===== config.mk =====
export PLATFORM = sky130hd
export DESIGN_NAME = qmac_accum
export DESIGN_NICKNAME = d
export VERILOG_FILES = /design/src/rtl/qmac_accum.sv
export SDC_FILE = /design/constraint.sdc
export NUM_CORES = 1
export LEC_CHECK = 0
export ABC_AREA = 1
export ABC_CLOCK_PERIOD_IN_PS = 2750
export BUFFER_PORTS_ARGS = -buffer_cell sky130_fd_sc_hd__buf_2
export CAP_MARGIN = 20
export CORE_MARGIN = 2
export CORE_UTILIZATION = 47
export DETAILED_ROUTE_END_ITERATION = 12
export PLACE_DENSITY = 0.63
export SYNTH_ARGS = -nofsm -noshare
export SYNTH_HDL_FRONTEND = slang
export SYNTH_SLANG_ARGS = --single-unit

===== constraint.sdc =====
create_clock -name i_clk -period 2.75 [get_ports i_clk]
set_input_delay 0.825 -clock i_clk [delete_from_list [all_inputs] [get_ports i_clk]]
set_output_delay 0.825 -clock i_clk [all_outputs]
set_load 0.005 [all_outputs]

===== src/rtl/qmac_accum.sv =====
// Signed Q-format product accumulator with valid/ready streams in and out and a sticky overflow flag.
// Optional build macro QMAC_SATURATE_EN clamps out-of-range sums instead of wrapping them.
module qmac_accum #(
    parameter int N  = 16,
    parameter int Q  = 8,
    parameter int LW = 8,
    parameter int G  = 8
) (
    input  logic          i_clk,
    input  logic          i_rst,
    input  logic          i_start,
    input  logic [LW-1:0] i_len,
    input  logic          i_valid,
    output logic          o_ready,
    input  logic [N-1:0]  i_product,
    input  logic          i_ovr,
    output logic          o_valid,
    input  logic          i_ready,
    output logic [N-1:0]  o_result,
    output logic          o_ovr,
    output logic          o_busy
);

    localparam int AW = N + G;

    localparam logic [1:0] ST_IDLE  = 2'd0;
    localparam logic [1:0] ST_ACCUM = 2'd1;
    localparam logic [1:0] ST_DONE  = 2'd2;

    localparam logic [AW-1:0] MAX_EXT = {{(G + 1){1'b0}}, {(N - 1){1'b1}}};
    localparam logic [AW-1:0] MIN_EXT = {{(G + 1){1'b1}}, {(N - 1){1'b0}}};

    // Guard bits must cover the longest sum so the accumulator can never wrap.
    if (G < LW) begin : g_guard_check
        $error("qmac_accum: G must be >= LW");
    end
    if (Q > N) begin : g_frac_check
        $error("qmac_accum: Q must not exceed N");
    end

`ifdef QMAC_SATURATE_EN
    function automatic logic [N-1:0] fit_result(input logic [AW-1:0] s);
        logic [N-1:0] r;
        if ($signed(s) > $signed(MAX_EXT)) begin
            r = {1'b0, {(N - 1){1'b1}}};
        end else if ($signed(s) < $signed(MIN_EXT)) begin
            r = {1'b1, {(N - 1){1'b0}}};
        end else begin
            r = s[N-1:0];
        end
        return r;
    endfunction
`endif

    logic [1:0]    state_r, state_s;
    logic [LW-1:0] len_r, len_s;
    logic [LW-1:0] cnt_r, cnt_s;
    logic [AW-1:0] acc_r, acc_s;
    logic          sticky_r, sticky_s;
    logic          ready_r, valid_r, valid_s, ovr_r, ovr_s, busy_r;
    logic [N-1:0]  result_r, result_s;
    logic          beat_s, range_ovr_s;
    logic [AW-1:0] sum_s;
    logic [N-1:0]  fit_s;
    logic [LW-1:0] last_idx_s;

    // Datapath: running sum including the current product and its range check.
    always_comb begin
        beat_s      = i_valid & ready_r;
        sum_s       = acc_r + {{G{i_product[N-1]}}, i_product};
        range_ovr_s = ($signed(sum_s) > $signed(MAX_EXT)) | ($signed(sum_s) < $signed(MIN_EXT));
        last_idx_s  = len_r - {{(LW - 1){1'b0}}, 1'b1};
`ifdef QMAC_SATURATE_EN
        fit_s       = fit_result(sum_s);
`else
        fit_s       = sum_s[N-1:0];
`endif
    end

    // Control: next-state and next-value selection for every register.
    always_comb begin
        state_s  = state_r;
        len_s    = len_r;
        cnt_s    = cnt_r;
        acc_s    = acc_r;
        sticky_s = sticky_r;
        valid_s  = valid_r;
        result_s = result_r;
        ovr_s    = ovr_r;
        case (state_r)
            ST_IDLE: begin
                if (i_start) begin
                    len_s    = i_len;
                    cnt_s    = {LW{1'b0}};
                    acc_s    = {AW{1'b0}};
                    sticky_s = 1'b0;
                    if (i_len != {LW{1'b0}}) begin
                        state_s = ST_ACCUM;
                    end else begin
                        state_s  = ST_DONE;
                        valid_s  = 1'b1;
                        result_s = {N{1'b0}};
                        ovr_s    = 1'b0;
                    end
                end else begin
                    state_s = ST_IDLE;
                end
            end
            ST_ACCUM: begin
                if (beat_s) begin
                    acc_s    = sum_s;
                    sticky_s = sticky_r | i_ovr;
                    cnt_s    = cnt_r + {{(LW - 1){1'b0}}, 1'b1};
                    if (cnt_r == last_idx_s) begin
                        state_s  = ST_DONE;
                        valid_s  = 1'b1;
                        result_s = fit_s;
                        ovr_s    = sticky_r | i_ovr | range_ovr_s;
                    end else begin
                        state_s = ST_ACCUM;
                    end
                end else begin
                    state_s = ST_ACCUM;
                end
            end
            ST_DONE: begin
                if (i_ready) begin
                    state_s = ST_IDLE;
                    valid_s = 1'b0;
                end else begin
                    state_s = ST_DONE;
                end
            end
            default: begin
                state_s = ST_IDLE;
                valid_s = 1'b0;
            end
        endcase
    end

    // State and output registers; ready/busy are registered decodes of the next state.
    always_ff @(posedge i_clk) begin
        if (i_rst) begin
            state_r  <= ST_IDLE;
            len_r    <= {LW{1'b0}};
            cnt_r    <= {LW{1'b0}};
            acc_r    <= {AW{1'b0}};
            sticky_r <= 1'b0;
            ready_r  <= 1'b0;
            valid_r  <= 1'b0;
            result_r <= {N{1'b0}};
            ovr_r    <= 1'b0;
            busy_r   <= 1'b0;
        end else begin
            state_r  <= state_s;
            len_r    <= len_s;
            cnt_r    <= cnt_s;
            acc_r    <= acc_s;
            sticky_r <= sticky_s;
            ready_r  <= (state_s == ST_ACCUM);
            valid_r  <= valid_s;
            result_r <= result_s;
            ovr_r    <= ovr_s;
            busy_r   <= (state_s != ST_IDLE);
        end
    end

    assign o_ready  = ready_r;
    assign o_valid  = valid_r;
    assign o_result = result_r;
    assign o_ovr    = ovr_r;
    assign o_busy   = busy_r;

endmodule


==> out/results.ini, run 1 <==
[outcome]
status=completed

[layout]
layout_commonest_cell=nand2_1
nets=871
final_cell_mix=nand2_1, inv_1, nor2_1
final_cells=931
n_antenna_cell=0
area_growth_pct=21.9
fin_util_pct=58.5
layout-drive-gt1-share_pct=17.6

[floorplan]
fp.dieH_um=101
start_util_pct=48.0
die_w_um=101
num_rows=35
ioPinCount=50
core_um2=9150
dieArea_um2=10100

[detailed_routing]
wirelength_um=12200
drtPass1Iterations=5
drt-initial-drc-count=161
via_per_inst=5.05
num_vias=4704
wl_per_cell_um=13.1
route.detailed.drc=0
antenna_left=0

[synth]
synth_nets=772
synth_edf_count=0
yosysUniqueCellTypes=36
yosys_warnings=0
synth_cells=716
syn_area_um2=4390
synth-seq-cells=63
async_reset_ff_share_pct=0
ys.flop_type=dfxtp_1
synth-seq-area-share_pct=28.7
synth.avg_cell_area_um2=6.13

[setup_path]
cp-end-kind=flop
cpPeakStageDelay_ns=0.34
cpMostUsedCell=nand2_1
slowest_stage=ha_1
worst-path-buf-inv=3
crit_family=simple AND/OR/NAND/NOR gates
cp-start-kind=input port
worstPathCellList=buf_2 > ha_1 > buf_4 > nand2_1 > inv_1 > nand2_1 > nand2_1 > nand2_1 > nand3b_1 > nand2_1 > nand2_1 > nand2_1 > nand3_1 > nor2_1 > nand3_1 > nand2_1 > nand2_1 > nand2_1 > a21oi_1
required_ns=2.96
worstPathArrival_ns=2.77
cp_max_fo=4
cp.depth=19
r2r_cells=18
path_class=input port to flop

[job]
maxCapViolCount=0

[clock_tree]
ctsResizeCount=0
htree_levels=3
clockBufferDepth=2
cts.sinks=63
clk_pin_slew_ns=0.08
root_buffer=clkbuf_8
clk-insertion-delay-late_ns=0.34
holdBufCountCts=0
cts_buffers=9
post_cts_buffers=0
cts_tree=done

[power_and_ir_drop]
ir_drop_uv=348
powerDensity_nw_per_um2=508
p_leak_nw=2.86

[global_route]
grt_pass1_vias=4560
track_usage_pct=25.8
antenna_found_initial=0
grt_max_degree=33
grt_overflow=0
grt_first_pass_wirelength_um=20900

[sta]
fin_crit_ns=2.55
finalMaxSlewViolations=0
worst_slew_pin_slew_ns=0.747
skew_ns=0.0142
post-route-period-util_pct=92.8
fmax_mhz=392
setup_violations=0
slew_headroom_pct=50.2
tns_ns=0
hold_violations=0
rsz0062_at_grt=false
setup_slack_ns=0.197

[min_path]
hold_path_class=flop to flop
min_path_cells=2

[placement]
port_buffers=49
place.detailed.hpwl_um=9770
place.gp.congestion=0.961
numPlacedInstances=915
preCtsSetupSlack_ns=-0.232

-- per-stage QoR --
stage	power (mW)	hold WS, ns	area (um^2)
after global routing	2.89	0.494	5350
after CTS	2.74	0.472	5350
after detailed placement	1.79	0.457	5110
after global placement	1.78	0.460	5110
after floorplan	1.50	0.447	4390
final	2.72	0.471	5350
-- power by group --
part	total [mW]	internal (mW)	switching, mW
clock	0.940	0.540	0.400
sequential	1.00	0.970	0.0348
combinational	0.776	0.311	0.466
total	2.72	1.82	0.900
-- layout make-up --
type	count	area (um^2)
multi-input cells	536	2670
clock inverters	6	92.6
repair buffers	104	671
clock buffers	10	138
fillers	915	3800
inverters	101	379
flip-flops and latches	63	1260
well taps	111	139
-- sequential cells by signal, summed over array words and instances (netlist names), 2 cells and up --
| register | cells |
|---|---|
| cnt_r | 8 |
| o_result | 16 |
| len_r | 8 |
| acc_r | 24 |
| state_r | 2 |
-- cell families after synthesis --
kind of cell | share of synthesized area (%)
flops | 28.7
buf+inv | 10.6
fa+ha+maj | 7.58
simple gates | 36.7
xor+xnor | 2.79
compound gates | 13.6
-- cells in the mapped netlist (2+ instances only) --
master / n / area [um^2]
nand2_2: 6 / 37.5
nor2_1: 77 / 289
nand4_1: 11 / 68.8
and2_1: 3 / 18.8
inv_1: 100 / 375
o21ai_0: 45 / 225
a21oi_1: 54 / 270
nor4_1: 2 / 12.5
a21oi_2: 5 / 43.8
xor2_1: 11 / 96.3
a31oi_1: 2 / 12.5
nor3_1: 4 / 20.0
or2_2: 3 / 18.8
ha_1: 25 / 313
nor2_2: 3 / 18.8
nand2_1: 234 / 878
nand3b_1: 2 / 15.0
nor2_4: 2 / 22.5
xnor2_1: 3 / 26.3
o211a_1: 3 / 30.0
nand3_1: 33 / 165
clkbuf_1: 12 / 45.0
dfxtp_1: 63 / 1260
-- routing by layer --
| layer | wire (um) | vias up | part of all wire [%] | GRT usage [%] |
|---|---|---|---|---|
| met5 | 0 | - | 0 | 0 |
| met3 | 530 | 20 | 4.3 | 4.37 |
| li1 | - | 2465 | - | - |
| met1 | 5880 | 2115 | 48 | 34.7 |
| met2 | 5630 | 104 | 46 | 42.4 |
| met4 | 194 | 0 | 1.6 | 7.80 |
-- tightest hold or removal path: stages (launching register included) --
cell and delay (ns):
dfxtp_1 0.31, nand2_1 0.07, a21oi_2 0.05
-- final timing paths --
| path | slack (ns) | end | start |
|---|---|---|---|
| max | 0.20 | o_ovr | i_product[5] |
| min | 0.47 | o_result[5] | o_result[5] |
| max reg2reg | 0.47 | o_ovr | acc_r[5] |
| min reg2reg | 0.47 | o_result[5] | o_result[5] |
No activity file was read; power rests on OpenSTA's default activity.
==> run 2, diff against run 1 <==
ABC_AREA = not set   (was 1)
PLACE_DENSITY = 0.64   (was 0.63)
SETUP_SLACK_MARGIN = 0.5   (was not set)
==> out/results.ini, run 2 <==
[outcome]
status=finished with violations  ; was completed
violations=setup timing

[global_route]
grt_max_degree=32  ; was 33
track_usage_pct=28.4  ; was 25.8%
grt_pass1_vias=4354  ; was 4560
antenna_found_initial=0  ; unchanged
grt_first_pass_wirelength_um=20400  ; was 20900 um
grt_overflow=0  ; unchanged

[clock_tree]
clk-insertion-delay-late_ns=0.34  ; about the same
clk_pin_slew_ns=0.07  ; was 0.08 ns
cts_tree=done  ; unchanged
cts_buffers=9  ; unchanged
htree_levels=3  ; unchanged
cts.sinks=63  ; unchanged
root_buffer=clkbuf_8  ; unchanged
clockBufferDepth=2  ; unchanged
holdBufCountCts=0  ; unchanged

[placement]
place.detailed.hpwl_um=9120  ; was 9770 um
preCtsSetupSlack_ns=-0.421  ; was -0.232 ns
port_buffers=49  ; unchanged
place.gp.congestion=0.894  ; was 0.961
numPlacedInstances=742  ; was 915

[layout]
n_antenna_cell=0  ; unchanged
fill_cells=549  ; was 915
top_register=acc_r  ; unchanged
layout-drive-gt1-share_pct=49.5  ; was 17.6%
layout_commonest_cell=buf_4  ; was nand2_1
area_growth_pct=61.7  ; was 21.9%
largest_register_ffs=24  ; unchanged
final_cell_mix=buf_4, dfxtp_1, nand2_1  ; was nand2_1, inv_1, nor2_1
final_cells=782  ; was 931
nets=729  ; was 871

[synth]
synthMostInstantiatedCell=nand2_1  ; unchanged
ys.flop_type=dfxtp_1  ; unchanged
synth-seq-area-share_pct=31.6  ; was 28.7%
async_reset_ff_share_pct=0  ; unchanged
synth-seq-cells=63  ; unchanged
yosysTopAreaCell=dfxtp_1  ; unchanged
yosys_warnings=0  ; unchanged
synth_nets=574  ; was 772
syn_area_um2=3990  ; was 4390 um^2
synth_edf_count=0  ; unchanged
yosysTopAreaCellShare_pct=31.6  ; was 28.7%
synth_area_leaders=dfxtp_1, a21oi_1, ha_1  ; was dfxtp_1, nand2_1, inv_1
synth_cells=518  ; was 716
synthTopCellsByCount=nand2_1, nor2_1, a21oi_1, dfxtp_1, ha_1  ; was nand2_1, inv_1, nor2_1, dfxtp_1, a21oi_1
yosysUniqueCellTypes=55  ; was 36
synth.avg_cell_area_um2=7.70  ; was 6.13 um^2

[power_and_ir_drop]
p_seq_share_pct=37.2  ; was 36.9%
powerDensity_nw_per_um2=405  ; was 508 nW/um^2
p_switching_mw=0.822  ; was 0.900 mW
combPwrFrac_pct=30.9  ; was 28.5%
ir_drop_uv=323  ; was 348 uV
p_clk_share_pct=31.9  ; was 34.5%
p_leak_nw=2.66  ; was 2.86 nW
p_sw_share_pct=31.5  ; was 33.1%
report.power.total_mw=2.61  ; was 2.72 mW
p_int_mw=1.79  ; was 1.82 mW

[sta]
setup_slack_ns=-0.141  ; was 0.197 ns
post-route-period-util_pct=105  ; was 92.8%
rsz0062_at_grt=true  ; was false
hold_violations=0  ; unchanged
worst_slew_pin_slew_ns=0.492  ; was 0.747 ns
fin_crit_ns=2.89  ; was 2.55 ns
fmax_mhz=346  ; was 392 MHz
finalMaxSlewViolations=0  ; unchanged
slew_headroom_pct=67.2  ; was 50.2%
skew_ns=0.0125  ; was 0.0142 ns
setup_violations=2  ; was 0

[min_path]
hold_path_class=flop to flop  ; unchanged
min_path_cells=2  ; unchanged

[detailed_routing]
drt-initial-drc-count=243  ; was 161
antenna_left=0  ; unchanged
num_vias=4537  ; was 4704
drtPass1Iterations=5  ; unchanged
wirelength_um=13900  ; was 12200 um
via_per_inst=5.80  ; was 5.05
wl_per_cell_um=17.8  ; was 13.1 um
route.detailed.drc=0  ; unchanged

[setup_path]
cp-start-kind=input port  ; unchanged
worstPathArrival_ns=3.10  ; was 2.77 ns
cp_max_fo=7  ; was 4
path_class=input port to flop  ; unchanged
r2r_cells=10  ; was 18
cp-end-kind=flop  ; unchanged
required_ns=2.96  ; about the same

[job]
maxCapViolCount=0  ; unchanged

[floorplan]
dieArea_um2=9240  ; was 10100 um^2
fp.dieH_um=96.1  ; was 101 um
ioPinCount=50  ; unchanged
start_util_pct=48.5  ; was 48.0%
die_w_um=96.1  ; was 101 um
num_rows=33  ; was 35
core_um2=8220  ; was 9150 um^2

==> run 2: final cells by class <==
cell class	count	area [um^2]	share of cell area, %
Tap cell	105	131	2.04
Clock buffer	12	155	2.41
Sequential cell	63	1270	19.6
Multi-Input combinational cell	421	3520	54.6
Timing Repair Buffer	169	1300	20.2
Inverter	9	33.8	0.524
Clock inverter	3	42.5	0.660
==> run 2: cell families after synthesis <==
logic type	Yosys count	share of synthesized area, %
buffers and inverters	34	3.51
and+or+nand+nor	217	25.3
DFF	63	31.6
xor gates and xnor gates	37	8.13
muxes	1	0.251
AOI/OAI and AO/OA	140	22.8
adders and majority gates	26	8.35
==> run 2: through the flow <==
| stage | setup TNS, ns | area, um^2 | util, % | hold slack (ns) |
|---|---|---|---|---|
| CTS | 0 | 5920 | 72.0 | 0.458 |
| detailed placement | -2.99 | 5280 | 64.2 | 0.448 |
| finish | -0.148 | 6450 | 78.5 | 0.471 |
| global route | -0.391 | 6450 | 78.5 | 0.498 |
| floorplan | -0.106 | 4330 | - | 0.437 |
| global placement | -2.41 | 5280 | 64.2 | 0.443 |
==> run 2: routing by layer <==
metal | track usage (%) | routed length [um]
met5 | 0 | 0
met4 | 8.93 | 371
met3 | 3.21 | 641
met2 | 49.8 | 6970
met1 | 36.4 | 5960
==> run 2: final timing paths <==
kind                                 end    startpoint  slack (ns)
worst min register to register  len_r[7]      len_r[7]        0.47
worst min-delay path            len_r[7]      len_r[7]        0.47
worst max-delay path               o_ovr  i_product[8]       -0.14
worst max register to register     o_ovr      acc_r[4]        0.09
==> run 2: worst max-delay path: stages <==
cell and delay (ns):
buf_2 0.10, ha_1 0.29, buf_4 0.17, o211ai_1 0.13, a22oi_2 0.31, nand4_1 0.29
and3_1 0.29, nor2_1 0.18, and4_1 0.24, and4_4 0.23, a211oi_2 0.06
==> run 2: power by group through the flow <==
stage	Sequential, mW	Combinational [mW]	Clock [mW]
CTS	0.970	0.701	0.836
global placement	0.988	0.618	0
finish	0.973	0.807	0.832
floorplan	0.983	0.380	0
global route	0.976	0.865	0.874
detailed placement	0.989	0.630	0
==> run 2: timing repair <==
item | 4_1_cts | 5_1_grt
endpoints found under the setup margin | 38 | 47
pin swaps | 50 | 45
gates resized for setup | 73 | 103
setup buffers | 16 | 8
cloned | 1 | 0
